File: src/rtl/cnn_pkg.sv
// Shared CNN datapath types: pixel word width/type and the serializer's
// stream state encoding.
package cnn_pkg;

   localparam int PIXEL_W = 16;

   typedef logic [PIXEL_W-1:0] pixel_t;

   typedef enum logic {
      ST_EMPTY,
      ST_STREAM
   } ser_state_t;

endpackage

File: src/rtl/pool_column_serializer_if.sv
// Column input (pulse, no backpressure) plus serial valid/ready element output
// with position tags and FIFO status.
interface pool_column_serializer_if #(
   parameter int DATA_WIDTH = 16,
   parameter int WINDOWS    = 12,
   parameter int NUM_COLS   = 12,
   parameter int FIFO_DEPTH = 2
);

   logic                            valid_in;
   logic [DATA_WIDTH-1:0]           column_in [WINDOWS-1:0];
   logic [DATA_WIDTH-1:0]           out_data;
   logic                            out_valid;
   logic                            out_ready;
   logic [$clog2(WINDOWS)-1:0]      out_row;
   logic [$clog2(NUM_COLS)-1:0]     out_col;
   logic                            out_last;
   logic                            overflow;
   logic [$clog2(FIFO_DEPTH):0]     fifo_count;

   modport master (
      output valid_in, column_in, out_ready,
      input  out_data, out_valid, out_row, out_col, out_last, overflow, fifo_count
   );

   modport slave (
      input  valid_in, column_in, out_ready,
      output out_data, out_valid, out_row, out_col, out_last, overflow, fifo_count
   );

endinterface

File: src/rtl/column_fifo.sv
// Column-wide FIFO: FIFO_DEPTH entries of WINDOWS words, drop-on-full with a
// sticky overflow flag; a pop in the same cycle frees the slot for a write.
module column_fifo
   import cnn_pkg::*;
#(
   parameter int DATA_WIDTH = PIXEL_W,
   parameter int WINDOWS    = 12,
   parameter int FIFO_DEPTH = 2
) (
   input  logic                          clk,
   input  logic                          rst_n,
   input  logic                          wr_en,
   input  logic [DATA_WIDTH-1:0]         wr_data [WINDOWS-1:0],
   input  logic                          pop,
   output logic [DATA_WIDTH-1:0]         head    [WINDOWS-1:0],
   output logic [$clog2(FIFO_DEPTH):0]   count,
   output logic                          wr_accept,
   output logic                          overflow
);

   localparam int PTR_W = $clog2(FIFO_DEPTH);
   localparam int CNT_W = PTR_W + 1;

   logic [DATA_WIDTH-1:0] mem [FIFO_DEPTH-1:0][WINDOWS-1:0];
   logic [PTR_W-1:0]      wr_ptr;
   logic [PTR_W-1:0]      rd_ptr;
   logic                  full;
   logic                  pop_ok;

   assign full      = (count == CNT_W'(FIFO_DEPTH));
   assign pop_ok    = pop & (count != '0);
   assign wr_accept = wr_en & (~full | pop_ok);
   assign head      = mem[rd_ptr];

   // Payload storage carries no reset; pointers alone define what is live.
   always_ff @(posedge clk) begin
      if (wr_accept) mem[wr_ptr] <= wr_data;
   end

   always_ff @(posedge clk) begin
      if (!rst_n) begin
         wr_ptr   <= '0;
         rd_ptr   <= '0;
         count    <= '0;
         overflow <= 1'b0;
      end else begin
         if (wr_accept) wr_ptr <= wr_ptr + PTR_W'(1);
         if (pop_ok)    rd_ptr <= rd_ptr + PTR_W'(1);
         case ({wr_accept, pop_ok})
            2'b10:   count <= count + CNT_W'(1);
            2'b01:   count <= count - CNT_W'(1);
            default: count <= count;
         endcase
         if (wr_en && !wr_accept) overflow <= 1'b1;
      end
   end

endmodule

File: src/rtl/pool_column_serializer.sv
// Buffers pooled columns and streams them one element per transfer with
// row/column tags and an end-of-frame marker.
module pool_column_serializer
   import cnn_pkg::*;
#(
   parameter int DATA_WIDTH = PIXEL_W,
   parameter int WINDOWS    = 12,
   parameter int NUM_COLS   = 12,
   parameter int FIFO_DEPTH = 2
) (
   input logic clk,
   input logic rst_n,
   pool_column_serializer_if.slave bus
);

   localparam int ROW_W = $clog2(WINDOWS);
   localparam int COL_W = $clog2(NUM_COLS);
   localparam int CNT_W = $clog2(FIFO_DEPTH) + 1;

   logic [DATA_WIDTH-1:0] head [WINDOWS-1:0];
   logic [CNT_W-1:0]      count;
   logic                  wr_acc;
   logic                  overflow_q;
   logic [ROW_W-1:0]      elem_idx;
   logic [COL_W-1:0]      col_idx;
   ser_state_t            state;
   ser_state_t            state_nxt;
   logic                  xfer;
   logic                  last_elem;
   logic                  final_pop;

   column_fifo #(
      .DATA_WIDTH (DATA_WIDTH),
      .WINDOWS    (WINDOWS),
      .FIFO_DEPTH (FIFO_DEPTH)
   ) u_fifo (
      .clk       (clk),
      .rst_n     (rst_n),
      .wr_en     (bus.valid_in),
      .wr_data   (bus.column_in),
      .pop       (final_pop),
      .head      (head),
      .count     (count),
      .wr_accept (wr_acc),
      .overflow  (overflow_q)
   );

   // STREAM mirrors count != 0; it only drops when the last held column leaves
   // without a replacement arriving in the same cycle.
   always_comb begin
      state_nxt = state;
      xfer      = (state == ST_STREAM) & bus.out_ready;
      last_elem = (elem_idx == ROW_W'(WINDOWS - 1));
      final_pop = xfer & last_elem;
      case (state)
         ST_EMPTY:  if (wr_acc) state_nxt = ST_STREAM;
         ST_STREAM: if (final_pop && !wr_acc && count == CNT_W'(1)) state_nxt = ST_EMPTY;
         default:   state_nxt = ST_EMPTY;
      endcase
   end

   always_ff @(posedge clk) begin
      if (!rst_n) begin
         state    <= ST_EMPTY;
         elem_idx <= '0;
         col_idx  <= '0;
      end else begin
         state <= state_nxt;
         if (xfer) begin
            if (last_elem) begin
               elem_idx <= '0;
               col_idx  <= (col_idx == COL_W'(NUM_COLS - 1)) ? '0 : col_idx + COL_W'(1);
            end else begin
               elem_idx <= elem_idx + ROW_W'(1);
            end
         end
      end
   end

   assign bus.out_valid  = (state == ST_STREAM);
   assign bus.out_data   = bus.out_valid ? head[elem_idx] : '0;
   assign bus.out_row    = elem_idx;
   assign bus.out_col    = col_idx;
   assign bus.out_last   = bus.out_valid & last_elem & (col_idx == COL_W'(NUM_COLS - 1));
   assign bus.overflow   = overflow_q;
   assign bus.fifo_count = count;

endmodule

File: src/flat_wrapper.sv
// flat-port wrapper written by rule: the top's interface ports become plain ports
module pool_column_serializer_flat import cnn_pkg::*;
#(
   parameter int DATA_WIDTH = PIXEL_W,
   parameter int WINDOWS    = 12,
   parameter int NUM_COLS   = 12,
   parameter int FIFO_DEPTH = 2
)
  (clk, rst_n, bus_valid_in, bus_column_in, bus_out_ready, bus_out_data, bus_out_valid, bus_out_row, bus_out_col, bus_out_last, bus_overflow, bus_fifo_count);
  pool_column_serializer_if #(.DATA_WIDTH(DATA_WIDTH), .WINDOWS(WINDOWS), .NUM_COLS(NUM_COLS), .FIFO_DEPTH(FIFO_DEPTH)) bus_i ();
  input logic clk;
  input logic rst_n;
  input wire logic [$bits(bus_i.valid_in)-1:0] bus_valid_in;
  input wire logic [$bits(bus_i.column_in)-1:0] bus_column_in;
  input wire logic [$bits(bus_i.out_ready)-1:0] bus_out_ready;
  output wire logic [$bits(bus_i.out_data)-1:0] bus_out_data;
  output wire logic [$bits(bus_i.out_valid)-1:0] bus_out_valid;
  output wire logic [$bits(bus_i.out_row)-1:0] bus_out_row;
  output wire logic [$bits(bus_i.out_col)-1:0] bus_out_col;
  output wire logic [$bits(bus_i.out_last)-1:0] bus_out_last;
  output wire logic [$bits(bus_i.overflow)-1:0] bus_overflow;
  output wire logic [$bits(bus_i.fifo_count)-1:0] bus_fifo_count;
  assign bus_i.valid_in = bus_valid_in;
  assign bus_i.column_in = {>>{bus_column_in}};
  assign bus_i.out_ready = bus_out_ready;
  assign bus_out_data = bus_i.out_data;
  assign bus_out_valid = bus_i.out_valid;
  assign bus_out_row = bus_i.out_row;
  assign bus_out_col = bus_i.out_col;
  assign bus_out_last = bus_i.out_last;
  assign bus_overflow = bus_i.overflow;
  assign bus_fifo_count = bus_i.fifo_count;
  pool_column_serializer #(.DATA_WIDTH(DATA_WIDTH), .WINDOWS(WINDOWS), .NUM_COLS(NUM_COLS), .FIFO_DEPTH(FIFO_DEPTH)) u_core (.clk(clk), .rst_n(rst_n), .bus(bus_i));
endmodule
File: config.mk
export PLATFORM = sky130hd
export DESIGN_NAME = pool_column_serializer_flat
export DESIGN_NICKNAME = d
export VERILOG_FILES = /design/src/rtl/cnn_pkg.sv /design/src/rtl/pool_column_serializer_if.sv /design/src/rtl/column_fifo.sv /design/src/rtl/pool_column_serializer.sv /design/src/flat_wrapper.sv
export SDC_FILE = /design/constraint.sdc
export NUM_CORES = 1
export LEC_CHECK = 0
export BUFFER_PORTS_ARGS = -buffer_cell sky130_fd_sc_hd__buf_2
export CAP_MARGIN = 40
export CORE_ASPECT_RATIO = 0.7
export CORE_UTILIZATION = 45
export DETAILED_ROUTE_END_ITERATION = 6
export GPL_ROUTABILITY_DRIVEN = 0
export HOLD_SLACK_MARGIN = 0.02
export PLACE_DENSITY_LB_ADDON = 0.25
export SYNTH_ARGS = -nofsm -noshare
export SYNTH_HDL_FRONTEND = slang
export SYNTH_SLANG_ARGS = --single-unit
File: constraint.sdc
create_clock -name clk -period 27.8 [get_ports clk]
set_input_delay 5.56 -clock clk [delete_from_list [all_inputs] [get_ports clk]]
set_output_delay 5.56 -clock clk [all_outputs]
set_load 0.1 [all_outputs]
# Word-level counts from Yosys, hierarchy flattened
# Memories as Yosys holds them, arrays and structs flattened. A register that Yosys moved wholly into a read port is not among the register bits.
# Index checks and enable logic that the tools add are counted.
# word_totals
reg_bits,14
mem_bits_rw,384
input_bits,196
output_inout_bits,29
memories,1
# mem_list
memory,depth,word_bits,rd,rd_ports_with_merged_regs,write_ports,line,text
u_core.u_fifo.mem,2,192,1,1,1,column_fifo.sv:24,logic [DATA_WIDTH-1:0] mem [FIFO_DEPTH-1:0][WINDOWS-1:0];
# op_classes
addsub,6
order_cmp,1
n_eq_ne,6
n_mux,12
bitwise,9
reduce_logical,7
# ops
cell,n
16-bit binary-select mux with 4-bit select,1
16-bit two-way mux,2
"4-bit by 1-bit adder with 4-bit output, second input constant",2
"4-bit equality test, second input constant",2
4-bit two-way mux,2
1-bit bitwise AND,6
"4-bit by 5-bit < comparator with 1-bit output, second input constant",1
1-bit two-way mux,5
"2-bit by 1-bit equality test with 1-bit output, second input constant",2
"2-bit equality test, second input constant",2
2-bit case mux with 2 select lines,1
2-bit nonzero test,2
1-bit logical AND,3
"1-bit adder, second input constant",2
"2-bit by 1-bit adder with 2-bit output, second input constant",1
1-bit inverter,2
1-bit case mux with 2 select lines,1
2-bit AND reduction,1
"2-bit by 1-bit subtractor with 2-bit output, second input constant",1
1-bit zero test,1
1-bit OR,1

# Longest topological paths before layout
# Gate-level depths: netlist of the first run.
# depth
ltp_word,10
ltp_mapped,7
mapped_depth_nobuf,6

# Modules after synthesis
# A second synthesis of the first run with hierarchy kept.
# unflattened
hier_cells,830
hier_area_um2,16119.2
# modules_own_cells
module,n_inst,cells_each,area_each_um2,seq_area_each_um2
column_fifo,1,624,14108.5,11651.2
pool_column_serializer,1,206,2010.7,180.2

# Worst setup path before layout of the first run
# OpenSTA, ideal clock, no wires.
# synth_path
path_kind,input -> register
from,in bus_out_ready
to,mem u_core.u_fifo.mem[1][0] in the netlist's numbering (enable)
arrival_ns,14.059
path_slack_ns,12.995
path_stages,4
cell_sequence,nand2_1 o31a_1 nand2b_1 nor2_1
# synth_between
elab_chain_cells,7
# synth_lines
element,line,text
from (decl),flat_wrapper.sv:15,input wire logic [$bits(bus_i.out_ready)-1:0] bus_out_ready;
1-bit bitwise AND,pool_column_serializer.sv:52,xfer = (state == ST_STREAM) & bus.out_ready;
1-bit bitwise AND,pool_column_serializer.sv:54,final_pop = xfer & last_elem;
1-bit bitwise AND,column_fifo.sv:31,assign pop_ok = pop & (count != '0);
1-bit OR,column_fifo.sv:32,assign wr_accept = wr_en & (~full | pop_ok);
1-bit bitwise AND,column_fifo.sv:32,
1-bit two-way mux,column_fifo.sv:37,if (wr_accept) mem[wr_ptr] <= wr_data;
1-bit two-way mux (implied by the code),column_fifo.sv:37,
to (decl),column_fifo.sv:24,
# No other way between the ends.

==> metrics.md, run 1 <==
| Metric | Value |
|---|---|
| Initial antenna violation count | 17 |
| Final std cells w/o fill | approximately 1,500 |
| P_int | between 1000 and 1500 µW |
| Post-synthesis cell area | roughly 16,000 µm² |
| FF+latch count, synth | about 400 |
| Total CTS buffers | 40 |
| Worst hold slack | around 0.46 ns |
| Worst hold-check path type | flip-flop to flip-flop |
| IO Port Bufs | around 220 |
| Combinational fraction of design power | roughly an eighth |
| Routing usage on met3 | 5.955% |
| Per-cell routed wire length | approximately 22 µm |
| Commonest non-fill, non-tap cell in the layout | edfxtp_1 |
| Critical Path Start Type | flip-flop |
| R2R Path Start | u_core.bus.out_row[1] |
| Syn nets | 999 |
| Die Footprint | 35,250 µm² |
| WP data required | approximately 22 ns |
| Die width | ~220 µm |
| Fmax | roughly 0.11 GHz |
| First-pass GRT wire length | between 50,000 and 60,000 µm |
| Yosys cell types | 43 |
| Setup TNS Final | 0 ns |
| Worst Clk Skew | ~0.018 ns |
| Final-report max-slew violation count | 0 |
| Fillers | ~2,600 |
| Die Ht | ~160 µm |
| Endpoints failing setup | 0 |
| DRC violations left | 0 |
| Clk root buf | clkbuf_16 |
| P&R area growth vs syn | 19.77% |
| Async SR Flop Fraction | 0% |
| Sink Count | about 400 |
| Core area | between 30,000 and 40,000 µm² |
| Net switching power | roughly 380 µW |
| Mapped Cells | ~800 |
| Critical Path AT | around 3.4 ns |
| Largest fanout on the critical path | 40 |
| CTS tree | yes |
| Top Ports | between 200 and 250 |
| Via Count | 8,160 |
| Warnings from Yosys | 0 |
| Final hold vios | 0 |
| Largest net degree at the start of global routing | between 60 and 70 |
| Worst-path clk slew | roughly 0.060 ns |
| Crit end category | primary output |
| Commonest non-fill, non-tap cells in the layout | 384 x edfxtp_1, 224 x buf_2, 115 x mux2i_1 |
| Clock latency on the worst-skew pair | 0.54 ns |
| Drt first pass iters | 6 |
| Rel. slew slack | 48.19% |
| Num rows | 56 |
| Final worst path period need | just under 9 ns |
| Share of power burned in registers | approximately half |
| Hold buffers post-CTS | 0 |
| RSZ-0062 raised after global routing | false |
| Number of synthesized flops with an enable pin | 384 |
| Main synth FF type | edfxtp_1 |
| Post-detail-place hpwl | approximately 23,000 µm |
| Post CTS Setup Buffer Count | 0 |
| GR Util met2 | between 30% and 40% |
| Gr ovfl total | 0 |
| Sequential share of the synthesized area | 76.23% |
| Max IR drop VDD | between 0.00005 and 0.00006 V |
| Via/cell ratio | ~5.3 |
| HP Start | u_core.u_fifo.overflow |
| Crit Path Category | flip-flop to primary output |
| Status | finished, final reports clean |
| Layout cells sized above 1 | roughly 33% |
| Final nets | ~1,200 |
| CTS H-tree depth | 2 |
| P_leak | ~0.0062 µW |
| Max-capacitance violation count | 0 |
| GRT Max-Usage Layer | met2 |
| PD cells | 81.38 nW/µm² |
| Sw Ratio | between 20% and 30% |
| Vias in the first global route | approximately 8,400 |
| Post-DRT Antenna Nets | 0 |
| CTS Buffer Depth | 3 |
| M1 GR Usage | 26.48% |
| Avg Cell Area, Syn | slightly below 20 µm² |
| Initial DRC count | roughly 550 |
| Aggregate global-route resource usage | about a fifth |
| Initial Util | a little under half |
| Slew @ Worst Pin | slightly below 0.8 ns |
| Period utilization | roughly 32% |
| Placed cells | 1,461 |
| Routed WL | around 34,000 µm |
| Clock network power share | between 30% and 40% |
| Post-CTS Resized | 0 |
## power groups by stage
stage | Sequential [µW] | Combinational (µW) | Clock [µW]
6_report | 777 | 200 | 535
5_1_grt | 784 | 215 | 571
4_1_cts | 778 | 205 | 549
3_3_place_gp | 791 | 193 | 0
2_1_floorplan | 818 | 120 | 0
3_5_place_dp | 790 | 204 | 0
## cell usage after synthesis (all sizes together), types with 2 or more instances
library cell    n  area, µm²
edfxtp        384      11530
mux2i         115       1151
mux4           48       1081
buf            34      267.8
a21oi          25      128.9
nand2          24      90.09
o21ai          23      115.1
nand3          19      95.09
a221oi         16      140.1
a22oi          16      120.1
o211ai         16      120.1
dfxtp          15      300.3
nor2           13      48.80
clkbuf         10      38.78
inv             9      33.78
ha              5      62.56
and2            3      18.77
nor3            3      15.01
nand3b          2      27.53
nor2b           2      12.51
nor4            2      12.51
or3             2      12.51
## per-stage QoR
stage	utilization, %	total power [µW]	setup slack [ns]	instance area, µm²
final	55.15	1513	18.85	18590
after floorplan	-	938.0	13.00	15520
after global routing	55.12	1570	18.62	18580
after global placement	50.48	983.5	18.92	17010
after CTS	55.09	1531	18.71	18570
after detailed placement	51.24	994.4	19.30	17270
## path summary, 6_finish.rpt
path	endpoint	slack (ns)	cells past startpoint
setup / recovery	bus_out_data[6]	18.85	6
hold / removal	u_core.u_fifo.overflow	0.46	2
setup reg to reg	u_core.u_fifo.mem[0][118]	24.01	9
hold reg to reg	u_core.u_fifo.overflow	0.46	2
## logic make-up (layout without fill, tap and decap cells)
| family | count (synthesis) | after routing | share of synthesized area (%) |
|---|---|---|---|
| adders and majority gates | 5 | 5 | 0.4031 |
| other | 0 | 8 | 0 |
| and+or+nand+nor | 75 | 75 | 2.378 |
| AOI/OAI and AO/OA | 101 | 101 | 4.297 |
| muxes | 163 | 163 | 14.38 |
| buffers and inverters | 53 | 325 | 2.193 |
| DFF | 399 | 399 | 76.23 |
| xor gates and xnor gates | 2 | 2 | 0.1129 |
## critical path: stages, from the launching register on
cell      delay (ns)
dfxtp_4         0.76
buf_4           0.41
buf_16          0.31
mux4_2          0.53
o21ai_0         0.29
o211ai_1        0.18
buf_2           0.33
## sequential cells by signal, indices dropped and copies added (netlist names), named ones only
| signal | cells |
|---|---|
| u_core.bus.out_row | 4 |
| u_core.u_fifo.count | 2 |
| u_core.bus.out_valid | 1 |
| u_core.u_fifo.wr_ptr | 1 |
| u_core.u_fifo.mem | 384 |
| u_core.u_fifo.rd_ptr | 1 |
| u_core.bus.out_col | 4 |
| u_core.u_fifo.overflow | 1 |
## per-layer routing
| metal | part of all wire [%] | wire length, µm |
|---|---|---|
| met3 | 6.9 | 2368 |
| met4 | 1.9 | 658 |
| met2 | 46 | 15800 |
| met1 | 45 | 15190 |
| met5 | 0.23 | 79 |
## final cells by class
type	count	area [µm²]	share of cell area, %
Antenna cell	8	20.02	0.1077
Clock buffer	51	1042	5.607
Sequential cell	399	11840	63.70
Tap cell	464	580.6	3.123
Multi-Input combinational cell	346	3369	18.13
Clock inverter	22	255.2	1.373
Inverter	9	41.29	0.2221
Timing Repair Buffer	243	1439	7.741
(Power assumes the default switching activity.)
==> run 2: changes to the inputs <==
==> constraint.sdc (replaced) <==
create_clock -name clk -period 8.75 [get_ports clk]
set_input_delay 1.75 -clock clk [delete_from_list [all_inputs] [get_ports clk]]
set_output_delay 1.75 -clock clk [all_outputs]
set_load 0.1 [all_outputs]
==> run 2 against run 1 <==
First-iteration DRC count is 9.3% higher; core utilization down 0.71 points; critical path depth unchanged; clock power grew to 3.1 times the previous value; global-route usage is 0.28 points lower; non-clock buffer count is 8 lower; total power rose to 3.1 times the previous value; die area unchanged; clock skew is 0.0023 ns higher; largest power group unchanged; count of clock-buffer cells in the layout is 6 lower; sequential share of layout area is 0.83 points higher; critical endpoint is now bus_out_data[9]; combinational power increased to 3.1 times the previous value; largest cell class unchanged.
==> metrics.md, run 2 (synthesis gave the netlist of run 1 again) <==
| Metric | Value |
|---|---|
| CTS H-tree depth | 2 (unchanged) |
| IO Port Bufs | 224 (unchanged) |
| Final hold vios | 0 (unchanged) |
| Top Ports | 225 (unchanged) |
| Path depth of the worst reg2reg path | 7 (-2) |
| Aggregate global-route resource usage | 19.32% (-0.28 points) |
| Core area | 33,700 µm² (unchanged) |
| Num rows | 56 (unchanged) |
| CTS tree | yes |
| Largest net degree at the start of global routing | 139 (+110%) |
| Final worst path period need | 5.279 ns |
| Final-report max-slew violation count | 0 (unchanged) |
| Routed WL | 34,000 µm (-0.30%) |
| WP depth | 6 (unchanged) |
| Post-Layout Inst Area | 18,350 µm² (-1.3%) |
| Rel. slew slack | 41.27% (-6.9 points) |
| HP Start | u_core.u_fifo.overflow |
| Per-cell routed wire length | 22.25 µm (+0.61%) |
| Worst-path clk slew | 0.06 ns (about the same) |
| Crit end category | primary output |
| Worst hold-check path type | flip-flop to flip-flop |
| Buf/Inv on CP | 2 (-1) |
| P&R area growth vs syn | 18.24% |
| Fmax | 0.1894 GHz |
| Setup ws final | 3.471 ns (-15.38 ns) |
| P_leak | 0.006146 µW (-1.6%) |
| Die Footprint | 35,250 µm² (unchanged) |
| M1 GR Usage | 27.46% (+0.98 points) |
| Initial Util | 46.05% (unchanged) |
| Die width | 224.0 µm (unchanged) |
| DRC violations left | 0 (unchanged) |
| Die Ht | 157.4 µm (unchanged) |
| Critical R2R Capture | u_core.u_fifo.mem[0][184] |
| Via Count | 8,105 (-0.67%) |
| Number of flip-flops in the largest register | 384 (unchanged) |
| Post CTS Setup Buffer Count | 0 (unchanged) |
| Post-DRT Antenna Nets | 0 (unchanged) |
| Routing usage on met3 | 4.592% (-1.4 points) |
| Final nets | 1,230 (-0.81%) |
| Worst Clk Skew | 0.02073 ns (+0.002273 ns) |
| Drt first pass iters | 6 (unchanged) |
| Hold buffers post-CTS | 0 (unchanged) |
| Slowest-stage cell, CP | dfxtp_4 |
| Initial antenna violation count | 8 (-9) |
| Total CTS buffers | 38 (-5.0%) |
| Clock latency on the worst-skew pair | 0.53 ns (about the same) |
| Layout cells sized above 1 | 32.70% (-0.66 points) |
| Slew @ Worst Pin | 0.8770 ns (+0.09992 ns) |
| Register-to-register setup slack | 4.84 ns (-19.17 ns) |
| WP data required | 7.00 ns (-15.24 ns) |
| Via/cell ratio | 5.304 (+0.24%) |
| Gr ovfl total | 0 (unchanged) |
| Crit Path Category | flip-flop to primary output |
| CTS Buffer Depth | 3 (unchanged) |
| R2R Path Start | u_core.bus.out_row[0] |
| Top reg by flops | u_core.u_fifo.mem |
| Clk root buf | clkbuf_16 |
| Worst setup path endpoint | bus_out_data[9] |
| Max IR drop VDD | 0.0001940 V (+290%) |
| Post-CTS Resized | 0 (unchanged) |
| Max-capacitance violation count | 0 (unchanged) |
| Placed instance area | 17,100 µm² (-1.0%) |
| Post-detail-place hpwl | 22,130 µm (-2.3%) |
| First-pass GRT wire length | 50,000 µm (-0.87%) |
| Initial DRC count | 599 (+9.3%) |
| Ordered cell list for the critical path | buf_12, mux2i_1, a221oi_1, o21ai_0, o211ai_1, buf_2 |
| Critical Path Start Type | flip-flop |
| GRT Max-Usage Layer | met2 |
| Commonest non-fill, non-tap cell in the layout | edfxtp_1 |
| Fillers | 2,648 (+0.49%) |
| RSZ-0062 raised after global routing | false |
| Period utilization | about three fifths |
| Endpoints failing setup | 0 (unchanged) |
| Vias in the first global route | 8,148 (-2.7%) |
| Final Util | 54.45% (-0.71 points) |
| Status | finished, final reports clean |
| Top Family by Delay on Critical Path | compound AO/OA/AOI/OAI gates |
| PD cells | 258.5 nW/µm² (+220%) |
| Slowest stage delay, CP | 0.90 ns (+0.14 ns) |
| Setup TNS Final | 0 ns (unchanged) |
| Commonest non-fill, non-tap cells in the layout | 384 x edfxtp_1, 224 x buf_2, 115 x mux2i_1 |
| Sink Count | 399 (unchanged) |
| DP Worst Slack | 3.891 ns (-15.41 ns) |
| Critical Path AT | 3.53 ns (+0.14 ns) |
| Largest fanout on the critical path | 65 (+63%) |
| GR Util met2 | 30.15% (-0.34 points) |
-- run 2: cell count changes in the layout (fill, tap and decap cells not counted), moves of 3 or more --
cell,previous run,this run
clkinv_2,4,7
clkinv_1,7,10
clkbuf_1,11,6
buf_16,7,1
-- run 2: worst min-delay path: stages, from the launching register on --
cell and delay [ns]:
dfxtp_1 0.33, a31oi_1 0.04, nor2_1 0.07
-- run 2: layout make-up --
type,instances,area [µm²],share of cell area [%]
clock buffer,45,998.5,5.441
sequential,399,11840,64.52
inverter,9,41.29,0.2250
timing repair buffer,235,1269,6.914
multi-input combinational,346,3367,18.35
tap,464,580.6,3.164
clock inverter,24,239.0,1.302
antenna,6,15.01,0.08182
-- run 2: how the worst min path moves through the flow --
stage	end	slack, ns	depth (start not counted)
floorplan	u_core.u_fifo.wr_ptr	0.46	2
global route	u_core.u_fifo.overflow	0.50	2
CTS	u_core.u_fifo.overflow	0.48	2
finish	u_core.u_fifo.overflow	0.47	2
global placement	u_core.u_fifo.overflow	0.45	2
detailed placement	u_core.u_fifo.overflow	0.47	2
-- run 2: layer usage --
| layer | up-vias | part of all wire, % | wire length [µm] |
|---|---|---|---|
| li1 | 3726 | - | - |
| met1 | 4089 | 45 | 15220 |
| met2 | 234 | 47 | 15830 |
| met3 | 50 | 6.8 | 2305 |
| met4 | 6 | 1.8 | 599 |
| met5 | - | 0.11 | 38 |
-- run 2: where the power goes --
| part | leakage [µW] | internal, µW | switching, µW |
|---|---|---|---|
| Clock | 0.000606 | 964 | 683 |
| Sequential | 0.00371 | 2410 | 66.2 |
| Combinational | 0.00183 | 180 | 442 |
-- run 2: metrics by stage --
stage / power, µW / std cells / hold slack [ns]
floorplan: 2967 / 798 / 0.4627
global placement: 3129 / 1450 / 0.4459
finish: 4744 / 1528 / 0.4717
detailed placement: 3148 / 1453 / 0.4679
global route: 4927 / 1523 / 0.5033
CTS: 4792 / 1522 / 0.4829
